==> src/rtl/bomb_scheduler_if.sv <==
// Bundle of the bomb scheduler's game-side signals: placement requests,
// wall maps, grant/reject responses and the bomb and flame maps.
interface bomb_scheduler_if;
    logic         i_tick;
    logic [1:0]   i_req;
    logic [7:0]   i_pos0;
    logic [7:0]   i_pos1;
    logic [2:0]   i_range0;
    logic [2:0]   i_range1;
    logic [255:0] i_wall_able;
    logic [255:0] i_wall_unable;
    logic [1:0]   o_grant;
    logic [1:0]   o_reject;
    logic [255:0] o_bomb_map;
    logic [255:0] o_explode;
    logic         o_busy;

    modport slave (
        input  i_tick, i_req, i_pos0, i_pos1, i_range0, i_range1,
               i_wall_able, i_wall_unable,
        output o_grant, o_reject, o_bomb_map, o_explode, o_busy
    );

    modport master (
        output i_tick, i_req, i_pos0, i_pos1, i_range0, i_range1,
               i_wall_able, i_wall_unable,
        input  o_grant, o_reject, o_bomb_map, o_explode, o_busy
    );
endinterface

==> src/rtl/bomb_scheduler.sv <==
// Bomb slot pool for the 16x16 arena: two-player placement arbitration, fuses,
// and a shared engine that walks flame rays one cell per cycle.
module bomb_scheduler #(
    parameter int N_SLOTS        = 4,
    parameter int PER_PLAYER_MAX = 2,
    parameter int FUSE_TICKS     = 180,
    parameter int FLAME_TICKS    = 30
) (
    input  logic             clk,
    input  logic             rst,
    bomb_scheduler_if.slave  bus
);
    localparam int SW = (N_SLOTS > 1) ? $clog2(N_SLOTS) : 1;

    typedef enum logic [1:0] {S_FREE, S_ARMED, S_PENDING} slot_e;
    typedef enum logic [1:0] {E_IDLE, E_CENTER, E_RAY} eng_e;

    slot_e        r_st   [N_SLOTS];
    logic [7:0]   r_pos  [N_SLOTS];
    logic [2:0]   r_rng  [N_SLOTS];
    logic         r_own  [N_SLOTS];
    logic [7:0]   r_fuse [N_SLOTS];

    logic [1:0]   r_grant, r_reject;
    logic         r_rr;
    logic [255:0] r_bmap, r_explode;
    logic [7:0]   r_flame;

    eng_e         r_state, w_state_n;
    logic [7:0]   r_epos;
    logic [2:0]   r_erng;
    logic [1:0]   r_dir;
    logic [3:0]   r_step;

    // ---------------- placement ----------------
    logic [1:0][7:0]    w_rpos;
    logic [1:0][2:0]    w_rrng;
    logic [1:0]         w_eval, w_ok, w_occ, w_gnt, w_rej;
    logic [1:0][SW:0]   w_cnt;
    logic [1:0][SW-1:0] w_gslot;
    logic [SW-1:0]      w_f0, w_f1;
    logic               w_f0v, w_f1v, w_hp, w_lp;
    logic [255:0]       w_bmap_n;

    assign w_rpos[0] = bus.i_pos0;
    assign w_rpos[1] = bus.i_pos1;
    assign w_rrng[0] = (bus.i_range0 == 3'd0) ? 3'd1 : bus.i_range0;
    assign w_rrng[1] = (bus.i_range1 == 3'd0) ? 3'd1 : bus.i_range1;
    assign w_eval    = bus.i_req & ~r_grant & ~r_reject;

    always_comb begin
        w_cnt   = '0;
        w_occ   = '0;
        w_ok    = '0;
        w_f0    = '0;
        w_f1    = '0;
        w_f0v   = 1'b0;
        w_f1v   = 1'b0;
        w_gnt   = '0;
        w_gslot = '0;
        w_hp    = r_rr;
        w_lp    = ~r_rr;
        for (int s = 0; s < N_SLOTS; s++) begin
            if (r_st[s] != S_FREE) begin
                w_cnt[r_own[s]] = w_cnt[r_own[s]] + (SW+1)'(1);
                for (int p = 0; p < 2; p++)
                    if (r_pos[s] == w_rpos[p]) w_occ[p] = 1'b1;
            end else if (!w_f0v) begin
                w_f0  = SW'(s);
                w_f0v = 1'b1;
            end else if (!w_f1v) begin
                w_f1  = SW'(s);
                w_f1v = 1'b1;
            end
        end
        // Live slots are checked alongside the registered map so a bomb granted
        // last cycle is already seen as occupying its cell.
        for (int p = 0; p < 2; p++)
            w_ok[p] = w_eval[p] && !w_occ[p] && !r_bmap[w_rpos[p]] &&
                      !bus.i_wall_able[w_rpos[p]] && !bus.i_wall_unable[w_rpos[p]] &&
                      (w_cnt[p] < (SW+1)'(PER_PLAYER_MAX));
        if (w_ok[w_hp] && w_f0v) begin
            w_gnt[w_hp]   = 1'b1;
            w_gslot[w_hp] = w_f0;
        end
        if (w_ok[w_lp]) begin
            if (w_gnt[w_hp]) begin
                if (w_f1v && (w_rpos[0] != w_rpos[1])) begin
                    w_gnt[w_lp]   = 1'b1;
                    w_gslot[w_lp] = w_f1;
                end
            end else if (w_f0v) begin
                w_gnt[w_lp]   = 1'b1;
                w_gslot[w_lp] = w_f0;
            end
        end
        w_rej = w_eval & ~w_gnt;
    end

    always_comb begin
        w_bmap_n = '0;
        for (int s = 0; s < N_SLOTS; s++)
            if (r_st[s] != S_FREE) w_bmap_n[r_pos[s]] = 1'b1;
    end

    // ---------------- propagation engine ----------------
    logic [3:0]    w_row, w_col;
    logic [7:0]    w_cand, w_cell;
    logic          w_oob, w_beyond, w_mark, w_adv, w_step_inc, w_latch, w_pend_v;
    logic [SW-1:0] w_pslot;

    assign w_row    = r_epos[7:4];
    assign w_col    = r_epos[3:0];
    assign w_beyond = r_step > {1'b0, r_erng};

    always_comb begin
        w_pslot  = '0;
        w_pend_v = 1'b0;
        for (int s = N_SLOTS-1; s >= 0; s--)
            if (r_st[s] == S_PENDING) begin
                w_pslot  = SW'(s);
                w_pend_v = 1'b1;
            end
    end

    always_comb begin
        w_cand = r_epos;
        w_oob  = 1'b0;
        case (r_dir)
            2'd0: begin
                w_oob  = r_step > w_row;
                w_cand = {w_row - r_step, w_col};
            end
            2'd1: begin
                w_oob  = ({1'b0, w_row} + {1'b0, r_step}) > 5'd15;
                w_cand = {w_row + r_step, w_col};
            end
            2'd2: begin
                w_oob  = r_step > w_col;
                w_cand = {w_row, w_col - r_step};
            end
            default: begin
                w_oob  = ({1'b0, w_col} + {1'b0, r_step}) > 5'd15;
                w_cand = {w_row, w_col + r_step};
            end
        endcase
    end

    always_comb begin
        w_state_n  = r_state;
        w_mark     = 1'b0;
        w_cell     = r_epos;
        w_adv      = 1'b0;
        w_step_inc = 1'b0;
        w_latch    = 1'b0;
        case (r_state)
            E_IDLE: begin
                if (w_pend_v) begin
                    w_latch   = 1'b1;
                    w_state_n = E_CENTER;
                end
            end
            E_CENTER: begin
                w_mark    = 1'b1;
                w_state_n = E_RAY;
            end
            E_RAY: begin
                w_cell = w_cand;
                if (w_oob || w_beyond || bus.i_wall_unable[w_cand]) begin
                    w_adv = 1'b1;
                end else if (bus.i_wall_able[w_cand]) begin
                    w_mark = 1'b1;
                    w_adv  = 1'b1;
                end else begin
                    w_mark     = 1'b1;
                    w_step_inc = 1'b1;
                end
                if (w_adv && (r_dir == 2'd3)) w_state_n = E_IDLE;
            end
            default: w_state_n = E_IDLE;
        endcase
    end

    // ---------------- state ----------------
    always_ff @(posedge clk or posedge rst) begin
        if (rst) begin
            for (int s = 0; s < N_SLOTS; s++) begin
                r_st[s]   <= S_FREE;
                r_pos[s]  <= '0;
                r_rng[s]  <= '0;
                r_own[s]  <= 1'b0;
                r_fuse[s] <= '0;
            end
        end else begin
            for (int s = 0; s < N_SLOTS; s++) begin
                if (w_gnt[0] && (w_gslot[0] == SW'(s))) begin
                    r_st[s]   <= S_ARMED;
                    r_pos[s]  <= w_rpos[0];
                    r_rng[s]  <= w_rrng[0];
                    r_own[s]  <= 1'b0;
                    r_fuse[s] <= 8'(FUSE_TICKS);
                end else if (w_gnt[1] && (w_gslot[1] == SW'(s))) begin
                    r_st[s]   <= S_ARMED;
                    r_pos[s]  <= w_rpos[1];
                    r_rng[s]  <= w_rrng[1];
                    r_own[s]  <= 1'b1;
                    r_fuse[s] <= 8'(FUSE_TICKS);
                end else if (w_latch && (w_pslot == SW'(s))) begin
                    r_st[s] <= S_FREE;
                end else if (r_st[s] == S_ARMED) begin
                    // Flame reaching an armed bomb hands it to the engine's queue.
                    if (w_mark && (r_pos[s] == w_cell)) begin
                        r_st[s] <= S_PENDING;
                    end else if (bus.i_tick) begin
                        r_fuse[s] <= r_fuse[s] - 8'd1;
                        if (r_fuse[s] == 8'd1) r_st[s] <= S_PENDING;
                    end
                end
            end
        end
    end

    always_ff @(posedge clk or posedge rst) begin
        if (rst) begin
            r_grant   <= '0;
            r_reject  <= '0;
            r_rr      <= 1'b0;
            r_bmap    <= '0;
            r_state   <= E_IDLE;
            r_epos    <= '0;
            r_erng    <= '0;
            r_dir     <= '0;
            r_step    <= '0;
            r_flame   <= '0;
            r_explode <= '0;
        end else begin
            r_grant <= w_gnt;
            r_reject <= w_rej;
            if (&w_eval) r_rr <= ~r_rr;
            r_bmap  <= w_bmap_n;
            r_state <= w_state_n;
            if (w_latch) begin
                r_epos <= r_pos[w_pslot];
                r_erng <= r_rng[w_pslot];
            end
            if (r_state == E_CENTER || w_adv) begin
                r_dir  <= (r_state == E_CENTER) ? 2'd0 : r_dir + 2'd1;
                r_step <= 4'd1;
            end else if (w_step_inc) begin
                r_step <= r_step + 4'd1;
            end
            if (w_adv && (r_dir == 2'd3))
                r_flame <= 8'(FLAME_TICKS);
            else if ((r_state == E_IDLE) && (r_flame != 8'd0) && bus.i_tick)
                r_flame <= r_flame - 8'd1;
            // Marks only happen while busy, clears only in IDLE, so they never collide.
            if (w_mark)
                r_explode[w_cell] <= 1'b1;
            else if ((r_state == E_IDLE) && (r_flame == 8'd1) && bus.i_tick)
                r_explode <= '0;
        end
    end

    assign bus.o_grant    = r_grant;
    assign bus.o_reject   = r_reject;
    assign bus.o_bomb_map = r_bmap;
    assign bus.o_explode  = r_explode;
    assign bus.o_busy     = (r_state != E_IDLE);

endmodule

==> src/flat_wrapper.sv <==
// flat-port wrapper written by rule: the top's interface ports become plain ports
module bomb_scheduler_flat 
#(
    parameter int N_SLOTS        = 4,
    parameter int PER_PLAYER_MAX = 2,
    parameter int FUSE_TICKS     = 180,
    parameter int FLAME_TICKS    = 30
)
  (clk, rst, bus_i_tick, bus_i_req, bus_i_pos0, bus_i_pos1, bus_i_range0, bus_i_range1, bus_i_wall_able, bus_i_wall_unable, bus_o_grant, bus_o_reject, bus_o_bomb_map, bus_o_explode, bus_o_busy);
  bomb_scheduler_if bus_i ();
  input  logic clk;
  input  logic rst;
  input wire logic [$bits(bus_i.i_tick)-1:0] bus_i_tick;
  input wire logic [$bits(bus_i.i_req)-1:0] bus_i_req;
  input wire logic [$bits(bus_i.i_pos0)-1:0] bus_i_pos0;
  input wire logic [$bits(bus_i.i_pos1)-1:0] bus_i_pos1;
  input wire logic [$bits(bus_i.i_range0)-1:0] bus_i_range0;
  input wire logic [$bits(bus_i.i_range1)-1:0] bus_i_range1;
  input wire logic [$bits(bus_i.i_wall_able)-1:0] bus_i_wall_able;
  input wire logic [$bits(bus_i.i_wall_unable)-1:0] bus_i_wall_unable;
  output wire logic [$bits(bus_i.o_grant)-1:0] bus_o_grant;
  output wire logic [$bits(bus_i.o_reject)-1:0] bus_o_reject;
  output wire logic [$bits(bus_i.o_bomb_map)-1:0] bus_o_bomb_map;
  output wire logic [$bits(bus_i.o_explode)-1:0] bus_o_explode;
  output wire logic [$bits(bus_i.o_busy)-1:0] bus_o_busy;
  assign bus_i.i_tick = bus_i_tick;
  assign bus_i.i_req = bus_i_req;
  assign bus_i.i_pos0 = bus_i_pos0;
  assign bus_i.i_pos1 = bus_i_pos1;
  assign bus_i.i_range0 = bus_i_range0;
  assign bus_i.i_range1 = bus_i_range1;
  assign bus_i.i_wall_able = bus_i_wall_able;
  assign bus_i.i_wall_unable = bus_i_wall_unable;
  assign bus_o_grant = bus_i.o_grant;
  assign bus_o_reject = bus_i.o_reject;
  assign bus_o_bomb_map = bus_i.o_bomb_map;
  assign bus_o_explode = bus_i.o_explode;
  assign bus_o_busy = bus_i.o_busy;
  bomb_scheduler #(.N_SLOTS(N_SLOTS), .PER_PLAYER_MAX(PER_PLAYER_MAX), .FUSE_TICKS(FUSE_TICKS), .FLAME_TICKS(FLAME_TICKS)) u_core (.clk(clk), .rst(rst), .bus(bus_i));
endmodule
==> config.mk <==
export PLATFORM = sky130hd
export DESIGN_NAME = bomb_scheduler_flat
export DESIGN_NICKNAME = d
export VERILOG_FILES = /design/src/rtl/bomb_scheduler_if.sv /design/src/rtl/bomb_scheduler.sv /design/src/flat_wrapper.sv
export SDC_FILE = /design/constraint.sdc
export NUM_CORES = 2
export LEC_CHECK = 0
export CELL_PAD_IN_SITES_DETAIL_PLACEMENT = 0
export CELL_PAD_IN_SITES_GLOBAL_PLACEMENT = 1
export CORE_AREA = 2 2 415 417
export CTS_CLUSTER_DIAMETER = 30
export DETAILED_ROUTE_END_ITERATION = 7
export DIE_AREA = 0 0 417 419
export PLACE_DENSITY_LB_ADDON = 0.1
export REMOVE_ABC_BUFFERS = 1
export SYNTH_ARGS = -nofsm -noshare
export SYNTH_HDL_FRONTEND = slang
export SYNTH_SLANG_ARGS = --single-unit
==> constraint.sdc <==
create_clock -name clk -period 27.6 [get_ports clk]
set_input_delay 4.14 -clock clk [delete_from_list [all_inputs] [get_ports clk]]
set_output_delay 4.14 -clock clk [all_outputs]
set_load 0.05 [all_outputs]
==> impl_metrics.yaml <==
logic_synthesis:
  synthesis.area_sq_mm: 0.0455
  yosys.area_share.simple: 0.190
  synth.top_cell.area_share: 0.348
  syn_inst: 4990
  synthMuxAreaShare: 0.123
  yosys_warnings: 0
  synth-seq-cells: 632
  synth_edf_count: 0
  synth-adder-area-share: 0.0144
  synth.yosys.seq_area_share: 0.348
  synth_top_family_by_area: "compound AO/OA/AOI/OAI gates"
  synth.area.top_cells: "dfrtp_1 (35%), mux4_2 (6.7%), mux2i_1 (4.6%)"
  synthXorXnorAreaFrac: 0.0239
  synth.most_common_cell: "dfrtp_1"
  synth_ff_type: "dfrtp_1"
  async_flop_share: 1.00
  synth_area_leader_cell: "dfrtp_1"
  ys_top_cells_by_count: "dfrtp_1 (632), nand2_1 (489), nor2_1 (405)"
  ys_types: 97
  syn_avg_cell_area_sq_um: 9.11
  synth_compound_area_frac: 0.251
global_route:
  grt_max_degree: 134
  overflow: 0
  grt_pass1_wl_um: 477000
  antenna_found_initial: 41
  grt_usage: 0.399
  grt_pass1_vias: 51900
setup_path:
  worstPathRequired_ns: 28.26
  max_stage_delay_ns: 1.21
  path_buf_inv: 5
  cp-start-kind: "input pin"
  worstPathArrival_ns: 11.06
  path_max_fanout: 124
  end_kind: "flip-flop"
  path_class: "input pin to flip-flop"
  crit_family: "buffers and inverters"
  cp_cell_sequence: "buf_6, buf_12, clkinv_1, buf_4, mux4_2, a2111oi_0, a211oi_1, a211oi_1, o32ai_1, buf_4, and4_1, mux2i_1, nand2b_1, and2_1, o21ai_0"
  crit_slowest_cell: "a211oi_1"
sta:
  drv_slew: 10
  setup_ws_ns: 17.21
  worst_pin_slew_ns: 1.53
  fin_crit_ns: 10.39
  finalSetupTns_ns: 0
  holdWs_ns: 0.482
  skew_ns: 0.102
  setup_viol: 0
  rsz0062_at_grt: "no"
  maxSlewHeadroom: -0.0293
  period_share: 0.377
  fmax_ghz: 0.0962
  hold_viol_final: 0
routing:
  vias_per_cell: 6.41
  first_pass_iters: 7
  vias: 53600
  routedWlPerCell_um: 43.3
  drc: 0
  routed_wl_um: 362000
  wl_met1_um: 140000
  met2WireLength_um: 164000
  drt_iter0_drc: 7089
  dr_wl_met3_um: 32100
  antenna_left: 0
  highest_layer: "met5"
pwr:
  ir_drop_v: 0.0000735
  p_leak_nw: 25.0
  powerDensity_mw_per_mm2: 119
clock_network:
  h-tree-depth: 4
  postCtsSetupBuffers: 0
  cts_sinks: 632
  clk_pin_slew_ns: 0.05
  hold_buffers: 0
  cts.path.max_buffers: 3
  numCtsBuffers: 160
  clockRootBuffer: "clkbuf_16"
  ctsResizeCount: 0
  cts_tree: "done"
  worst_skew_pair.late_latency_ns: 0.84
status:
  status: "finished with violations"
  violations: "max-capacitance violations, max-slew violations"
floorplan:
  fp.dieH_um: 419
  start_util: 0.267
  ios: 1056
  dieArea_sq_mm: 0.175
  die_x_um: 417
  fp-row-count: 152
  core-area_sq_mm: 0.171
placement:
  port_buffers: 1055
  place_congestion: 1.05
  dp_slack_ns: 16.64
  hpwl_um: 275000
run:
  cap_violations: 3
final_layout:
  post_route_cells_drive_above_1_share: 0.126
  nFillCells: 17300
  syn_to_final_growth_pct: 41.9
  fin_nets: 6558
worst_hold_path:
  hold_class: "flip-flop to flip-flop"
## layout make-up
cell class              count  area (sq um)  share of cell area
inverters                  70           270             0.00419
well taps                2233          2790              0.0433
diodes                     21          52.6            0.000814
multi-input cells        3856         27800               0.430
clock buffers             206          4390              0.0680
repair buffers           1249         12000               0.186
flip-flops and latches    632         15800               0.245
clock inverters            86          1420              0.0220
## power breakdown
| group | total (mW) | switching (mW) | leakage, nW | internal, mW |
|---|---|---|---|---|
| Sequential | 1.28 | 0.207 | 8.59 | 1.07 |
| Clock | 1.99 | 0.656 | 2.76 | 1.34 |
| Combinational | 4.43 | 3.18 | 13.6 | 1.25 |
| Total | 7.70 | 4.04 | 25.0 | 3.65 |
## metrics by stage
step                      utilization  total power [mW]  cell area [sq um]  std cells
after floorplan                     -              3.57              43500       4558
after global placement          0.344              5.53              58700       8040
after detailed placement        0.344              5.53              58700       8040
after CTS                       0.378              7.54              64500       8332
after global routing            0.378              7.85              64500       8341
final                           0.378              7.70              64500       8353
## flip-flops by register name, indices dropped and copies added, names as in the netlist
| register | cells |
|---|---|
| u_core.r_st | 8 |
| u_core.r_step | 4 |
| u_core.r_pos | 32 |
| u_core.r_epos | 8 |
| u_core.r_dir | 2 |
| u_core.r_flame | 8 |
| u_core.r_rng | 12 |
| u_core.bus.o_reject | 2 |
| u_core.bus.o_bomb_map | 256 |
| u_core.r_rr | 1 |
| u_core.r_fuse | 32 |
| u_core.r_state | 2 |
| u_core.bus.o_explode | 256 |
| u_core.bus.o_grant | 2 |
| u_core.r_erng | 3 |
| u_core.r_own | 4 |
## metal layers
layer  up-vias  track usage
met5         -      0.00667
met3       959        0.110
met4        30        0.240
met2      3559        0.630
li1      21500            -
met1     27500        0.483
## worst paths after layout
check | start | endpoint | slack, ns | cells after the start
setup / recovery | bus_i_pos1[1] | u_core.r_fuse[5] | 17.21 | 15
max in group asynchronous | rst | u_core.bus.o_explode[231] | 20.34 | 5
setup reg to reg | u_core.r_epos[0] | u_core.bus.o_explode[254] | 18.99 | 16
min in group asynchronous | rst | u_core.bus.o_reject[0] | 3.87 | 2
hold / removal | u_core.bus.o_explode[204] | u_core.bus.o_explode[204] | 0.48 | 1
hold reg to reg | u_core.bus.o_explode[204] | u_core.bus.o_explode[204] | 0.48 | 1
## placed cells by master, fill, tap and decap left out, drive strengths merged, types with 116 or more instances in the layout
| master | netlist | routed |
|---|---|---|
| a21oi | 191 | 191 |
| a22oi | 139 | 139 |
| buf | 196 | 203 |
| clkbuf | 236 | 208 |
| clkdlybuf4s50 | 0 | 1044 |
| dfrtp | 632 | 632 |
| mux2i | 210 | 210 |
| mux4 | 135 | 135 |
| nand2 | 491 | 491 |
| nand3 | 178 | 178 |
| nor2 | 406 | 406 |
| nor3 | 297 | 297 |
| nor4 | 128 | 128 |
| o21ai | 116 | 116 |
| o221ai | 155 | 155 |
| o22ai | 124 | 124 |
| o2bb2ai | 182 | 182 |
## cell families after synthesis
| group | Yosys count |
|---|---|
| and+or+nand+nor | 1800 |
| AOI/OAI and AO/OA | 1498 |
| DFF | 632 |
| buffers and inverters | 502 |
| muxes | 384 |
| xor gates and xnor gates | 124 |
| adders and majority gates | 50 |
(Power assumes the default switching activity.)
